## config.mk

```make
export PLATFORM = sky130hd
export DESIGN_NAME = corr_peak_finder
export DESIGN_NICKNAME = d
export VERILOG_FILES = /design/src/rtl/corr_peak_finder.sv
export SDC_FILE = /design/constraint.sdc
export NUM_CORES = 1
export LEC_CHECK = 0
export ABC_AREA = 1
export CELL_PAD_IN_SITES_DETAIL_PLACEMENT = 1
export CELL_PAD_IN_SITES_GLOBAL_PLACEMENT = 2
export CORE_MARGIN = 3
export CORE_UTILIZATION = 29
export DETAILED_ROUTE_END_ITERATION = 10
export PLACE_DENSITY = 0.74
export SYNTH_ARGS = -nofsm -noshare
export SYNTH_HDL_FRONTEND = slang
export SYNTH_SLANG_ARGS = --single-unit
```

## constraint.sdc

```tcl
create_clock -name CLK -period 1.6 [get_ports CLK]
set_input_delay 0.24 -clock CLK [delete_from_list [all_inputs] [get_ports CLK]]
set_output_delay 0.24 -clock CLK [all_outputs]
set_load 0.02 [all_outputs]
```

## src/rtl/corr_peak_finder.sv

```systemverilog
// -----------------------------------------------------------------------------
// corr_peak_finder
//
// Purpose:
//   Sits behind the four-lane SIMD pair-sum adder stage of the dual-RITC
//   correlator. Every valid cycle it picks the largest of the four 13-bit pair
//   sums. Over a programmable window of valid samples it tracks the running
//   maximum. At the end of the window it reports the peak value, the lane, the
//   sample index and a threshold flag to the trigger logic.
//
// Ports:
//   CLK          in   system clock, rising edge
//   RST_n        in   asynchronous active-low reset
//   APB/CPD/EPF/GPH in 13-bit unsigned lane sums (lane 0..3)
//   IN_VALID     in   lane sums valid this cycle
//   START        in   begin a window (honoured only while idle)
//   WINDOW_LEN   in   samples per window, latched at START (0 = 2^CNT_BITS)
//   THRESHOLD    in   peak threshold, latched at START
//   BUSY         out  window in progress or draining
//   PEAK_VALID   out  one-cycle strobe, PEAK_* / ABOVE_THRESH updated
//   PEAK_VALUE   out  maximum sum in the window
//   PEAK_LANE    out  lane of the maximum
//   PEAK_CYCLE   out  0-based valid-sample index of the maximum
//   ABOVE_THRESH out  PEAK_VALUE >= latched threshold
//
// Latency: last sample accepted at edge E -> PEAK_VALID high after edge E+2.
// -----------------------------------------------------------------------------
module corr_peak_finder #(
  parameter int CNT_BITS = 8
) (
  input  logic                CLK,
  input  logic                RST_n,
  input  logic [12:0]         APB,
  input  logic [12:0]         CPD,
  input  logic [12:0]         EPF,
  input  logic [12:0]         GPH,
  input  logic                IN_VALID,
  input  logic                START,
  input  logic [CNT_BITS-1:0] WINDOW_LEN,
  input  logic [12:0]         THRESHOLD,
  output logic                BUSY,
  output logic                PEAK_VALID,
  output logic [12:0]         PEAK_VALUE,
  output logic [1:0]          PEAK_LANE,
  output logic [CNT_BITS-1:0] PEAK_CYCLE,
  output logic                ABOVE_THRESH
);

  localparam logic [CNT_BITS-1:0] CNT_ONE = {{(CNT_BITS-1){1'b0}}, 1'b1};

  typedef enum logic [1:0] {
    ST_IDLE  = 2'd0,
    ST_ACCUM = 2'd1,
    ST_DRAIN = 2'd2
  } state_t;

  state_t              r_state;
  logic [CNT_BITS-1:0] r_last_idx;   // WINDOW_LEN-1; wraps to all-ones for LEN=0
  logic [12:0]         r_thresh;
  logic [CNT_BITS-1:0] r_count;

  // Stage 1: per-sample lane maximum
  logic                r_s1_valid;
  logic                r_s1_last;
  logic                r_s1_first;
  logic [12:0]         r_s1_val;
  logic [1:0]          r_s1_lane;
  logic [CNT_BITS-1:0] r_s1_idx;

  // Stage 2: running maximum over the window
  logic                r_s2_last;
  logic [12:0]         r_max_val;
  logic [1:0]          r_max_lane;
  logic [CNT_BITS-1:0] r_max_idx;

  // ---------------------------------------------------------------------------
  // Combinational lane compare tree
  // ---------------------------------------------------------------------------
  logic [12:0] w_lane [4];
  logic [12:0] w_pair_val [2];
  logic        w_pair_hi [2];     // 1 when the odd lane of the pair won
  logic        w_low_pair_wins;
  logic [12:0] w_best_val;
  logic [1:0]  w_best_lane;
  logic        w_start_ok;
  logic        w_accept;
  logic        w_last;

  assign w_lane[0] = APB;
  assign w_lane[1] = CPD;
  assign w_lane[2] = EPF;
  assign w_lane[3] = GPH;

  genvar gi;
  generate
    for (gi = 0; gi < 2; gi++) begin : g_pair
      // Odd lane only wins when strictly greater, so ties go to the lower lane.
      assign w_pair_hi[gi]  = (w_lane[2*gi+1] > w_lane[2*gi]);
      assign w_pair_val[gi] = w_pair_hi[gi] ? w_lane[2*gi+1] : w_lane[2*gi];
    end
  endgenerate

  // Lower pair (lanes 0/1) keeps ties against the upper pair.
  assign w_low_pair_wins = (w_pair_val[0] >= w_pair_val[1]);
  assign w_best_val      = w_low_pair_wins ? w_pair_val[0] : w_pair_val[1];
  assign w_best_lane     = w_low_pair_wins ? {1'b0, w_pair_hi[0]}
                                           : {1'b1, w_pair_hi[1]};

  assign w_start_ok = (r_state == ST_IDLE) && START;
  assign w_accept   = (r_state == ST_ACCUM) && IN_VALID;
  assign w_last     = (r_count == r_last_idx);

  // ---------------------------------------------------------------------------
  // Control FSM with registered status and result outputs
  // ---------------------------------------------------------------------------
  always_ff @(posedge CLK or negedge RST_n) begin
    if (!RST_n) begin
      r_state      <= ST_IDLE;
      r_last_idx   <= '0;
      r_thresh     <= '0;
      r_count      <= '0;
      BUSY         <= 1'b0;
      PEAK_VALID   <= 1'b0;
      PEAK_VALUE   <= '0;
      PEAK_LANE    <= '0;
      PEAK_CYCLE   <= '0;
      ABOVE_THRESH <= 1'b0;
    end else begin
      PEAK_VALID <= 1'b0;
      case (r_state)
        ST_IDLE: begin
          if (START) begin
            r_last_idx <= WINDOW_LEN - CNT_ONE;
            r_thresh   <= THRESHOLD;
            r_count    <= '0;
            r_state    <= ST_ACCUM;
            BUSY       <= 1'b1;
          end
        end
        ST_ACCUM: begin
          // Gaps in IN_VALID just stall the count; no timeout.
          if (IN_VALID) begin
            r_count <= r_count + CNT_ONE;
            if (w_last) begin
              r_state <= ST_DRAIN;
            end
          end
        end
        ST_DRAIN: begin
          // Running max is final once the last-tagged sample leaves stage 2.
          if (r_s2_last) begin
            PEAK_VALUE   <= r_max_val;
            PEAK_LANE    <= r_max_lane;
            PEAK_CYCLE   <= r_max_idx;
            ABOVE_THRESH <= (r_max_val >= r_thresh);
            PEAK_VALID   <= 1'b1;
            r_state      <= ST_IDLE;
            BUSY         <= 1'b0;
          end
        end
        default: begin
          r_state <= ST_IDLE;
          BUSY    <= 1'b0;
        end
      endcase
    end
  end

  // ---------------------------------------------------------------------------
  // Stage 1: register the per-sample lane maximum and its tags
  // ---------------------------------------------------------------------------
  always_ff @(posedge CLK or negedge RST_n) begin
    if (!RST_n) begin
      r_s1_valid <= 1'b0;
      r_s1_last  <= 1'b0;
      r_s1_first <= 1'b0;
      r_s1_val   <= '0;
      r_s1_lane  <= '0;
      r_s1_idx   <= '0;
    end else begin
      r_s1_valid <= w_accept;
      if (w_accept) begin
        r_s1_val   <= w_best_val;
        r_s1_lane  <= w_best_lane;
        r_s1_idx   <= r_count;
        r_s1_first <= (r_count == '0);
        r_s1_last  <= w_last;
      end
    end
  end

  // ---------------------------------------------------------------------------
  // Stage 2: running maximum. The first sample of a window loads
  // unconditionally; later samples replace only when strictly greater so
  // the earliest of equal peaks is reported.
  // ---------------------------------------------------------------------------
  always_ff @(posedge CLK or negedge RST_n) begin
    if (!RST_n) begin
      r_s2_last  <= 1'b0;
      r_max_val  <= '0;
      r_max_lane <= '0;
      r_max_idx  <= '0;
    end else begin
      r_s2_last <= r_s1_valid && r_s1_last;
      if (w_start_ok) begin
        r_max_val  <= '0;
        r_max_lane <= '0;
        r_max_idx  <= '0;
      end else if (r_s1_valid && (r_s1_first || (r_s1_val > r_max_val))) begin
        r_max_val  <= r_s1_val;
        r_max_lane <= r_s1_lane;
        r_max_idx  <= r_s1_idx;
      end
    end
  end

endmodule

```

Word level (Yosys, flattened, before mapping) --
Cells that the tools add are included.
Storage, ports and cells: bits in registers 107, latch bits 0, memory bits (writable) 0, memory bits (read-only) 0, input port bits 77, output and inout bits 26, word-level logic and storage cells 72, memories kept 0
Cells by class: add/sub/neg operators 2, multipliers 0, divide/modulo/power cells 0, order comparisons 5, equal/unequal tests 7, shift-type cells 0, muxes and demuxes 23, bitwise operators 1, reduce and logical (&&, ||, !) cells 14
Operators by type and width (count):
- two-way mux 13 bit | 5
- greater-than comparator 13 bit | 3
- two-way mux 8 bit | 4
- greater-or-equal comparator 13 bit | 2
- one-hot mux 8 bit (2 select lines) | 1
- two-way mux 2 bit | 7
- adder 8 x 1 -> 8 bit (second input constant) | 1
- == test 8 bit | 1
- zero test 8 bit | 1
- != test 2 bit (second input constant) | 4
- subtractor 8 x 1 -> 8 bit (second input constant) | 1
- one-hot mux 2 bit (3 select lines) | 1
- AND reduction 3 bit | 2
- logical AND 1 bit | 4
- two-way mux 1 bit | 4
- AND reduction 2 bit | 2
- AND reduction 4 bit | 1
- nonzero test 2 bit | 2
- one-hot mux 1 bit (3 select lines) | 1
- == test 2 x 1 -> 1 bit (second input constant) | 1
- == test 2 bit (second input constant) | 1
- zero test 2 bit | 1
- logical OR 1 bit | 1
- inverter 1 bit | 1

Logic depth before layout (Yosys ltp) --
Gate-level depths: netlist of the first run.
word-level depth 5, depth in mapped cells 24, depth with buffers taken out 22

Worst setup path before layout of the first run --
No wires, ideal clock.
path type input -> register, start in APB[12], end reg r_s1_val[2], library setup time 0.124 ns, arrival time 2.629 ns, required time 1.476 ns, slack -1.153 ns, stages on the path 23, path buffers 2, path through inv_1 -> ha_1 -> nand2_1 -> inv_1 -> nand2_1 -> nand2_1 -> a21oi_1 -> nand2_2 -> nand2_2 -> buf_4 -> nand2_1 -> and2_1 -> ha_1 -> nand2_1 -> nor2_1 -> and2_1 -> nand2_1 -> inv_1 -> nor2_1 -> nor2_4 -> buf_4 -> nand3_1 -> nand3_1
Between the ends: cells in the longest elaborated chain, start to end 4
Ends and longest elaborated chain:
- from (decl) | RTL line 33 | input logic [12:0] APB,
- greater-than comparator 13 bit | RTL line 98 | assign w_pair_hi[gi] = (w_lane[2*gi+1] > w_lane[2*gi]);
- two-way mux 13 bit * | RTL line 99 | assign w_pair_val[gi] = w_pair_hi[gi] ? w_lane[2*gi+1] : w_lane[2*gi];
- greater-or-equal comparator 13 bit | RTL line 104 | assign w_low_pair_wins = (w_pair_val[0] >= w_pair_val[1]);
- two-way mux 13 bit * | RTL line 105 | assign w_best_val = w_low_pair_wins ? w_pair_val[0] : w_pair_val[1];
- to (signal assigned) | RTL line 183 | r_s1_val <= w_best_val;
- to (decl) | RTL line 66 | logic [12:0] r_s1_val;
Every way passes the cells marked *; elsewhere a longest branch is shown, timed or not. A chain may end at the register's enable or synchronous reset.

Worst setup path after layout of the first run --
start in EPF[9], end reg r_s1_val[7]
Between the ends: cells in the longest elaborated chain, start to end 4
Ends and longest elaborated chain:
- from (decl) | RTL line 35 | input logic [12:0] EPF,
- greater-than comparator 13 bit | RTL line 98
- two-way mux 13 bit * | RTL line 99
- greater-or-equal comparator 13 bit | RTL line 104
- two-way mux 13 bit * | RTL line 105
Marked as above.

==> summary.md, run 1 <==
| Metric | Value |
|---|---|
| Residual DRC | 0 |
| Cell Pwr Density | 611 nW/µm² |
| Startpoint Class | input port |
| CP max FO | 8 |
| Gpl congestion | 0.844 |
| TritonCTS Sinks | 107 |
| IO Count | 103 |
| Leakage | 6.46 nW |
| CORE AREA | 23000 µm² |
| Commonest non-fill, non-tap cells in the layout | buf_4, nand2_1, dfrtp_1 |
| Total of warnings raised by yosys | 0 |
| Wire per inst | 18.8 µm |
| Worst vdd ir | 428 µV |
| Clock Latency Late Sink | 0.36 ns |
| Sequential share of the synthesized area | 0.388 |
| Worst-Margin Slew | 0.373 ns |
| Initial antenna violation count | 0 |
| Synth Cell Area | 6900 µm² |
| Main combinational cell family by area after synthesis | simple AND/OR/NAND/NOR gates |
| Average cell area after synthesis | 7.70 µm² |
| N_diodes | 0 |
| Required @ worst endpoint | 1.83 ns |
| Crit end category | register |
| CTS Buf Count | 9 |
| Synth unique cells | 37 |
| Async SR Flop Fraction | 1.00 |
| Vias in the first global route | 8117 |
| Clock Skews | 0.0124 ns |
| Post-synthesis adder-cell area fraction | 0.123 |
| Post-Synth XOR/XNOR Area | 0.0127 |
| CTS Buffer Depth | 2 |
| Final Setup Violations | 38 |
| Yosys reg bits | 107 |
| CTS tree | yes |
| Die width | 160 µm |
| Grt ovf | 0 |
| Synth Area in Simple Gates | 0.313 |
| Commonest non-fill, non-tap cell in the layout | buf_4 |
| Layout cells sized above 1 | 0.515 |
| Max-cap violation count | 0 |
| Tot GR Track Use | 0.205 |
| Final period util | 1.79 |
| Fillers | 2624 |
| Failing checks | negative setup slack |
| Reg clk slew, reported paths | 0.08 ns |
| Initial core utilization | 0.300 |
| Die ar. | 25700 µm² |
| Worst setup margin | -1.26 ns |
| Run status | finished with violations |
| DR pass1 iterations | 4 |
| Max-slew violations | 0 |
| Htree depth | 3 |
| Die Y | 160 µm |
| Area occupied by multi-input gates | 5330 µm² |
| Max-slew headroom | 0.752 |
| Mux cell area share after synthesis | 0 |
| Setup repair after global routing missed its margin | yes |
| Post-synth EDFFs | 0 |
| Global-route wire length before repair | 42700 µm |
| Cells after Synth | 896 |
| Dpl hpwl | 17500 µm |
| Final ANT Viol Nets | 0 |
| Minimum clock period | 2.86 ns |
| WL final | 29400 µm |
| FMAX | 0.350 GHz |
| Final nets | 1394 |
| Ys flop type | dfrtp_1 |
| Worst EP arrival | 3.09 ns |
| Compound-gate portion of the synthesized area | 0.0664 |
| Final Hold Viols | 0 |
| Via density | 4.86 |
| Total Power | 7.70 mW |
| Num rows | 55 |
| Hold_ws | 0.322 ns |
| Syn nets | 1041 |
| Critical path type | input port to register |
| Area Growth Syn to Fin | 82.8% |
| DR iter-0 viols | 372 |
| Type of the most critical hold path | input port to async pin |
| Routed via count | 7613 |
| Pin count of the biggest net entering global routing | 41 |
| Register area | 2680 µm² |
| Root Driver | clkbuf_16 |
| Port bufs | 102 |
## layer usage
metal / GRT usage / vias to the layer above / routed length [µm]
met5: 0 / - / 0
met1: 0.260 / 3713 / 12600
met3: 0.0267 / 70 / 1020
li1: - / 3641 / -
met4: 0.0805 / 0 / 1190
met2: 0.355 / 189 / 14600
## cell type report
cell class	count	share of cell area
Multi-Input combinational cell	632	0.423
Timing Repair Buffer	373	0.265
Sequential cell	107	0.212
Inverter	126	0.0436
Tap cell	313	0.0310
Clock buffer	9	0.0179
Clock inverter	7	0.00744
## synthesized netlist by cell type, drive strengths merged, types with 3 or more instances
master  instances  area, µm²
nand2         270       1060
inv           126        475
dfrtp         107       2680
nand3          99        495
ha             68        851
o21ai          55        275
nand4          34        213
buf            26        169
a21oi          25        125
nor2           24        136
and2           14       87.6
nand3b         12       90.1
nor3            9       56.3
clkbuf          6       22.5
xnor2           5       43.8
xor2            5       43.8
o31ai           3       22.5
## per-stage QoR
| stage | std cells | worst slack (ns) | area, µm² | utilization | setup TNS, ns |
|---|---|---|---|---|---|
| final | 1567 | -1.26 | 12600 | 0.549 | -24.97 |
| after global routing | 1567 | -1.37 | 12600 | 0.549 | -28.73 |
| after CTS | 1550 | -0.917 | 11800 | 0.512 | -19.89 |
| after detailed placement | 1454 | -2.06 | 9850 | 0.428 | -37.94 |
| after global placement | 1454 | -2.02 | 9850 | 0.428 | -36.62 |
| after floorplan | 896 | -1.01 | 7250 | - | -15.80 |
## critical path, stage by stage
cell             delay, ns
clkdlybuf4s15_1       0.19
inv_2                 0.06
ha_4                  0.16
nand2_2               0.06
nand2_2               0.05
nand2_1               0.11
nand2_2               0.09
a21oi_4               0.15
nand2_4               0.09
buf_12                0.14
nand2_8               0.11
nand2_1               0.14
nand2_2               0.14
ha_4                  0.23
nand2_4               0.07
inv_1                 0.05
nand2_1               0.08
nand2_2               0.09
nand2_1               0.11
nand3_2               0.11
nor2_4                0.15
nor2_4                0.07
buf_12                0.15
nand3_1               0.13
nand3_2               0.09
## power breakdown
part           internal (mW)  total [mW]  switching [mW]  leakage (nW)
combinational           1.30        2.59            1.29          4.92
clock                   1.26        2.41            1.15         0.153
sequential              2.70        2.70               0          1.39
total                   5.27        7.70            2.44          6.46
## cells by family after synthesis
logic type | count (synthesis)
buffers and inverters | 158
AO/OA/AOI/OAI | 88
adder cells (fa/ha/maj) | 68
flip-flops | 107
AND/OR/NAND/NOR | 465
XOR/XNOR | 10
## flip-flops by register name, summed over array words and instances, names as in the netlist, 2 cells and up
register and cells:
r_state 2, r_max_val 13, PEAK_CYCLE 8, r_max_idx 8, r_thresh 13, r_s1_lane 2, r_s1_val 13, PEAK_VALUE 13
PEAK_LANE 2, r_last_idx 8, r_count 8, r_max_lane 2, r_s1_idx 8
## what timing repair did
item                       in CTS  in global routing
buffers inserted               76                 18
cloned                          5                  2
pin swaps                      97                 80
hold endpoints to repair       20                  0
gates resized for setup       429                167
setup endpoints to repair      42                 60
hold buffers                    1                  0
## path summary, 6_finish.rpt
check                                   start             end  cells past startpoint  slack (ns)
worst max-delay path                   EPF[9]     r_s1_val[7]                     25       -1.26
worst min-delay path                    RST_n  PEAK_VALUE[11]                      2        0.32
worst max register to register  r_max_val[11]    r_max_idx[3]                     14       -0.33
worst min register to register  PEAK_CYCLE[6]   PEAK_CYCLE[6]                      2        0.48
max in group asynchronous               RST_n   PEAK_CYCLE[5]                      3        0.72
min in group CLK                       CPD[4]     r_s1_val[4]                      5        0.42
(Power assumes the default switching activity.)
==> inputs of run 2 (changes only) <==
--- a/config.mk
+++ b/config.mk
@@ -6,12 +6,13 @@
 export NUM_CORES = 1
 export LEC_CHECK = 0
 export ABC_AREA = 1
+export CAP_MARGIN = 20
 export CELL_PAD_IN_SITES_DETAIL_PLACEMENT = 1
 export CELL_PAD_IN_SITES_GLOBAL_PLACEMENT = 2
-export CORE_MARGIN = 3
-export CORE_UTILIZATION = 29
+export CORE_MARGIN = 1
+export CORE_UTILIZATION = 32
 export DETAILED_ROUTE_END_ITERATION = 10
-export PLACE_DENSITY = 0.74
+export PLACE_DENSITY = 0.77
 export SYNTH_ARGS = -nofsm -noshare
 export SYNTH_HDL_FRONTEND = slang
 export SYNTH_SLANG_ARGS = --single-unit
==> constraint.sdc (replaced) <==
create_clock -name CLK -period 3.21 [get_ports CLK]
set_input_delay 0.4815 -clock CLK [delete_from_list [all_inputs] [get_ports CLK]]
set_output_delay 0.4815 -clock CLK [all_outputs]
set_load 0.02 [all_outputs]
==> run 2 against run 1 <==
The flow now finishes without violations. Final area is 15% lower. Combinational power shrank 61%. Global-route usage down 1.7 points. Utilization down 4.2 points. Critical path depth is 4 lower. Wire length shrank 25%. Worst hold slack got worse by 0.17 ns. Critical path type unchanged. Largest power group unchanged. Sequential share of layout area is 3.8 points higher. Die area is 14% lower. Cell count is 11% lower. Register-to-register slack improved by 1.3 ns. Count of clock-buffer cells in the layout is 2 higher.
==> summary.md, run 2 (synthesis results as in run 1) <==
| Metric | Value |
|---|---|
| Crit-path leading delay family | simple AND/OR/NAND/NOR gates |
| Die ar. | 22200 µm² |
| Dpl hpwl | 15400 µm |
| Tot GR Track Use | 0.189 |
| Clock Latency Late Sink | 0.36 ns |
| Critical path depth | 21 |
| R2R setup slack | 1.00 ns |
| Final ANT Viol Nets | 0 |
| CP Buf/Inv Count | 5 |
| Final period util | 0.971 |
| Worst slack at placement | -0.624 ns |
| CTS tree | yes |
| Minimum clock period | 3.12 ns |
| Num rows | 53 |
| Final Setup Violations | 0 |
| Pin count of the biggest net entering global routing | 60 |
| CTS Buffer Depth | 2 |
| # hold bufs at CTS | 0 |
| Clock Skews | 0.0100 ns |
| Max-cap violation count | 0 |
| Wire per inst | 15.8 µm |
| Crit path from | EPF[5] |
| Die Y | 149 µm |
| Run status | finished clean |
| Area Growth Syn to Fin | 54.8% |
| Worst setup margin | 0.0920 ns |
| GR Layer Usage met1 | 0.270 |
| Cell Count, Final, Fillers Out | 1393 |
| DR pass1 iterations | 4 |
| Commonest non-fill, non-tap cells in the layout | nand2_1, buf_4, dfrtp_1 |
| Crit path to | r_s1_val[12] |
| Worst vdd ir | 191 µV |
| Layout cells sized above 1 | 0.309 |
| Origin of the critical flop-to-flop path | r_max_val[12] |
| IO Count | 103 |
| Port bufs | 102 |
| Die width | 149 µm |
| Htree depth | 3 |
| Internal power | 2.50 mW |
| Vias in the first global route | 6607 |
| Met3 usage | 0.0217 |
| Fin Setup TNS | 0 ns |
| Cell Pwr Density | 329 nW/µm² |
| Crit end category | register |
| Global-route wire length before repair | 33400 µm |
| CP peak stage delay | 0.47 ns |
| Total Power | 3.51 mW |
| TritonCTS Sinks | 107 |
| Max-slew headroom | 0.392 |
| Critical path type | input port to register |
| Grt ovf | 0 |
| CTS Buf Count | 9 |
| N_diodes | 0 |
| Cell mode on critical path | nand2_2 |
| Clk pwr share | 0.328 |
| Worst R2R End | r_max_idx[0] |
| Residual DRC | 0 |
| Startpoint Class | input port |
| Worst EP arrival | 3.36 ns |
| Hold_ws | 0.149 ns |
| Reg clk slew, reported paths | 0.07 ns |
| Routed via count | 6712 |
| Seq pwr share | 0.383 |
| Via density | 4.82 |
| WL final | 22000 µm |
| Critical Path, Cell by Cell | clkdlybuf4s50_1, inv_2, ha_4, nand3_2, nor3_4, nand3_4, buf_6, nand3_1, nand2_2, ha_4, nand2_2, inv_1, nand2_1, nand2_2, nand2_2, nand3_4, nor2_4, nor2_4, clkbuf_16, nand2_2, nand3_1 |
| Gpl congestion | 0.816 |
| Leakage | 5.57 nW |
| Root Driver | clkbuf_16 |
| Psw | 1.02 mW |
| Max-slew violations | 0 |
| FMAX | 0.321 GHz |
| Slowest CP cell | clkdlybuf4s50_1 |
| Final Hold Viols | 0 |
| Worst Reg-to-Reg Cells | 13 |
| Busiest layer in global routing | met2 |
| Initial core utilization | 0.327 |
| Commonest non-fill, non-tap cell in the layout | nand2_1 |
| Sw Ratio | 0.289 |
| CP max FO | 6 |
| DR iter-0 viols | 273 |
| CORE AREA | 21100 µm² |
| Type of the most critical hold path | input port to async pin |
| Worst-Margin Slew | 0.912 ns |
| Comb power frac | 0.288 |
| Met2 GRT Util | 0.301 |
| Initial antenna violation count | 0 |
| Final nets | 1258 |
| Required @ worst endpoint | 3.45 ns |
| Placed insts | 1349 |
==> run 2: cell count changes in the layout (fill, tap and decap cells not counted), sizes merged <==
cell,previous run,this run
dlygate4sd2,5,1
buf,315,134
dlymetal6s2s,17,42
clkdlybuf4s50,29,58
clkinv,2,0
clkdlybuf4s15,2,0
dlygate4sd3,1,0
==> run 2: timing repair <==
action	CTS	global route
pin swaps	17	61
resized for setup	59	203
endpoints found under the setup margin	15	15
cloned	3	2
setup buffers	10	13
==> run 2: area by class of cell <==
class	count	area [µm²]
fillers	2485	10400
multi-input cells	632	4590
flip-flops and latches	107	2680
repair buffers	237	2290
inverters	126	475
well taps	275	344
clock buffers	11	243
clock inverters	5	66.3
==> run 2: worst min-delay path by stage <==
| stage | to | startpoint | slack [ns] |
|---|---|---|---|
| floorplan | ABOVE_THRESH | RST_n | 0.19 |
| global placement | r_s2_last | r_s1_last | 0.45 |
| detailed placement | PEAK_CYCLE[4] | PEAK_CYCLE[4] | 0.46 |
| CTS | r_thresh[10] | RST_n | 0.17 |
| global route | r_thresh[10] | RST_n | 0.20 |
| finish | r_thresh[10] | RST_n | 0.15 |
==> run 2: routing by layer <==
| metal | routed length, µm | share of wire |
|---|---|---|
| met5 | 0 | 0 |
| met4 | 357 | 0.016 |
| met3 | 624 | 0.028 |
| met2 | 10500 | 0.48 |
| met1 | 10500 | 0.48 |
==> run 2: power groups by stage <==
stage | sequential, mW | clock [mW] | combinational (mW)
global route | 1.35 | 1.24 | 1.09
CTS | 1.35 | 1.20 | 0.767
global placement | 1.37 | 0 | 0.649
floorplan | 1.37 | 0 | 0.279
detailed placement | 1.37 | 0 | 0.656
finish | 1.35 | 1.15 | 1.01
==> run 2: through the flow <==
step,utilization,area [µm²]
after CTS,0.457,9630
after detailed placement,0.423,8920
after floorplan,-,6900
final,0.507,10700
after global placement,0.423,8920
after global routing,0.507,10700
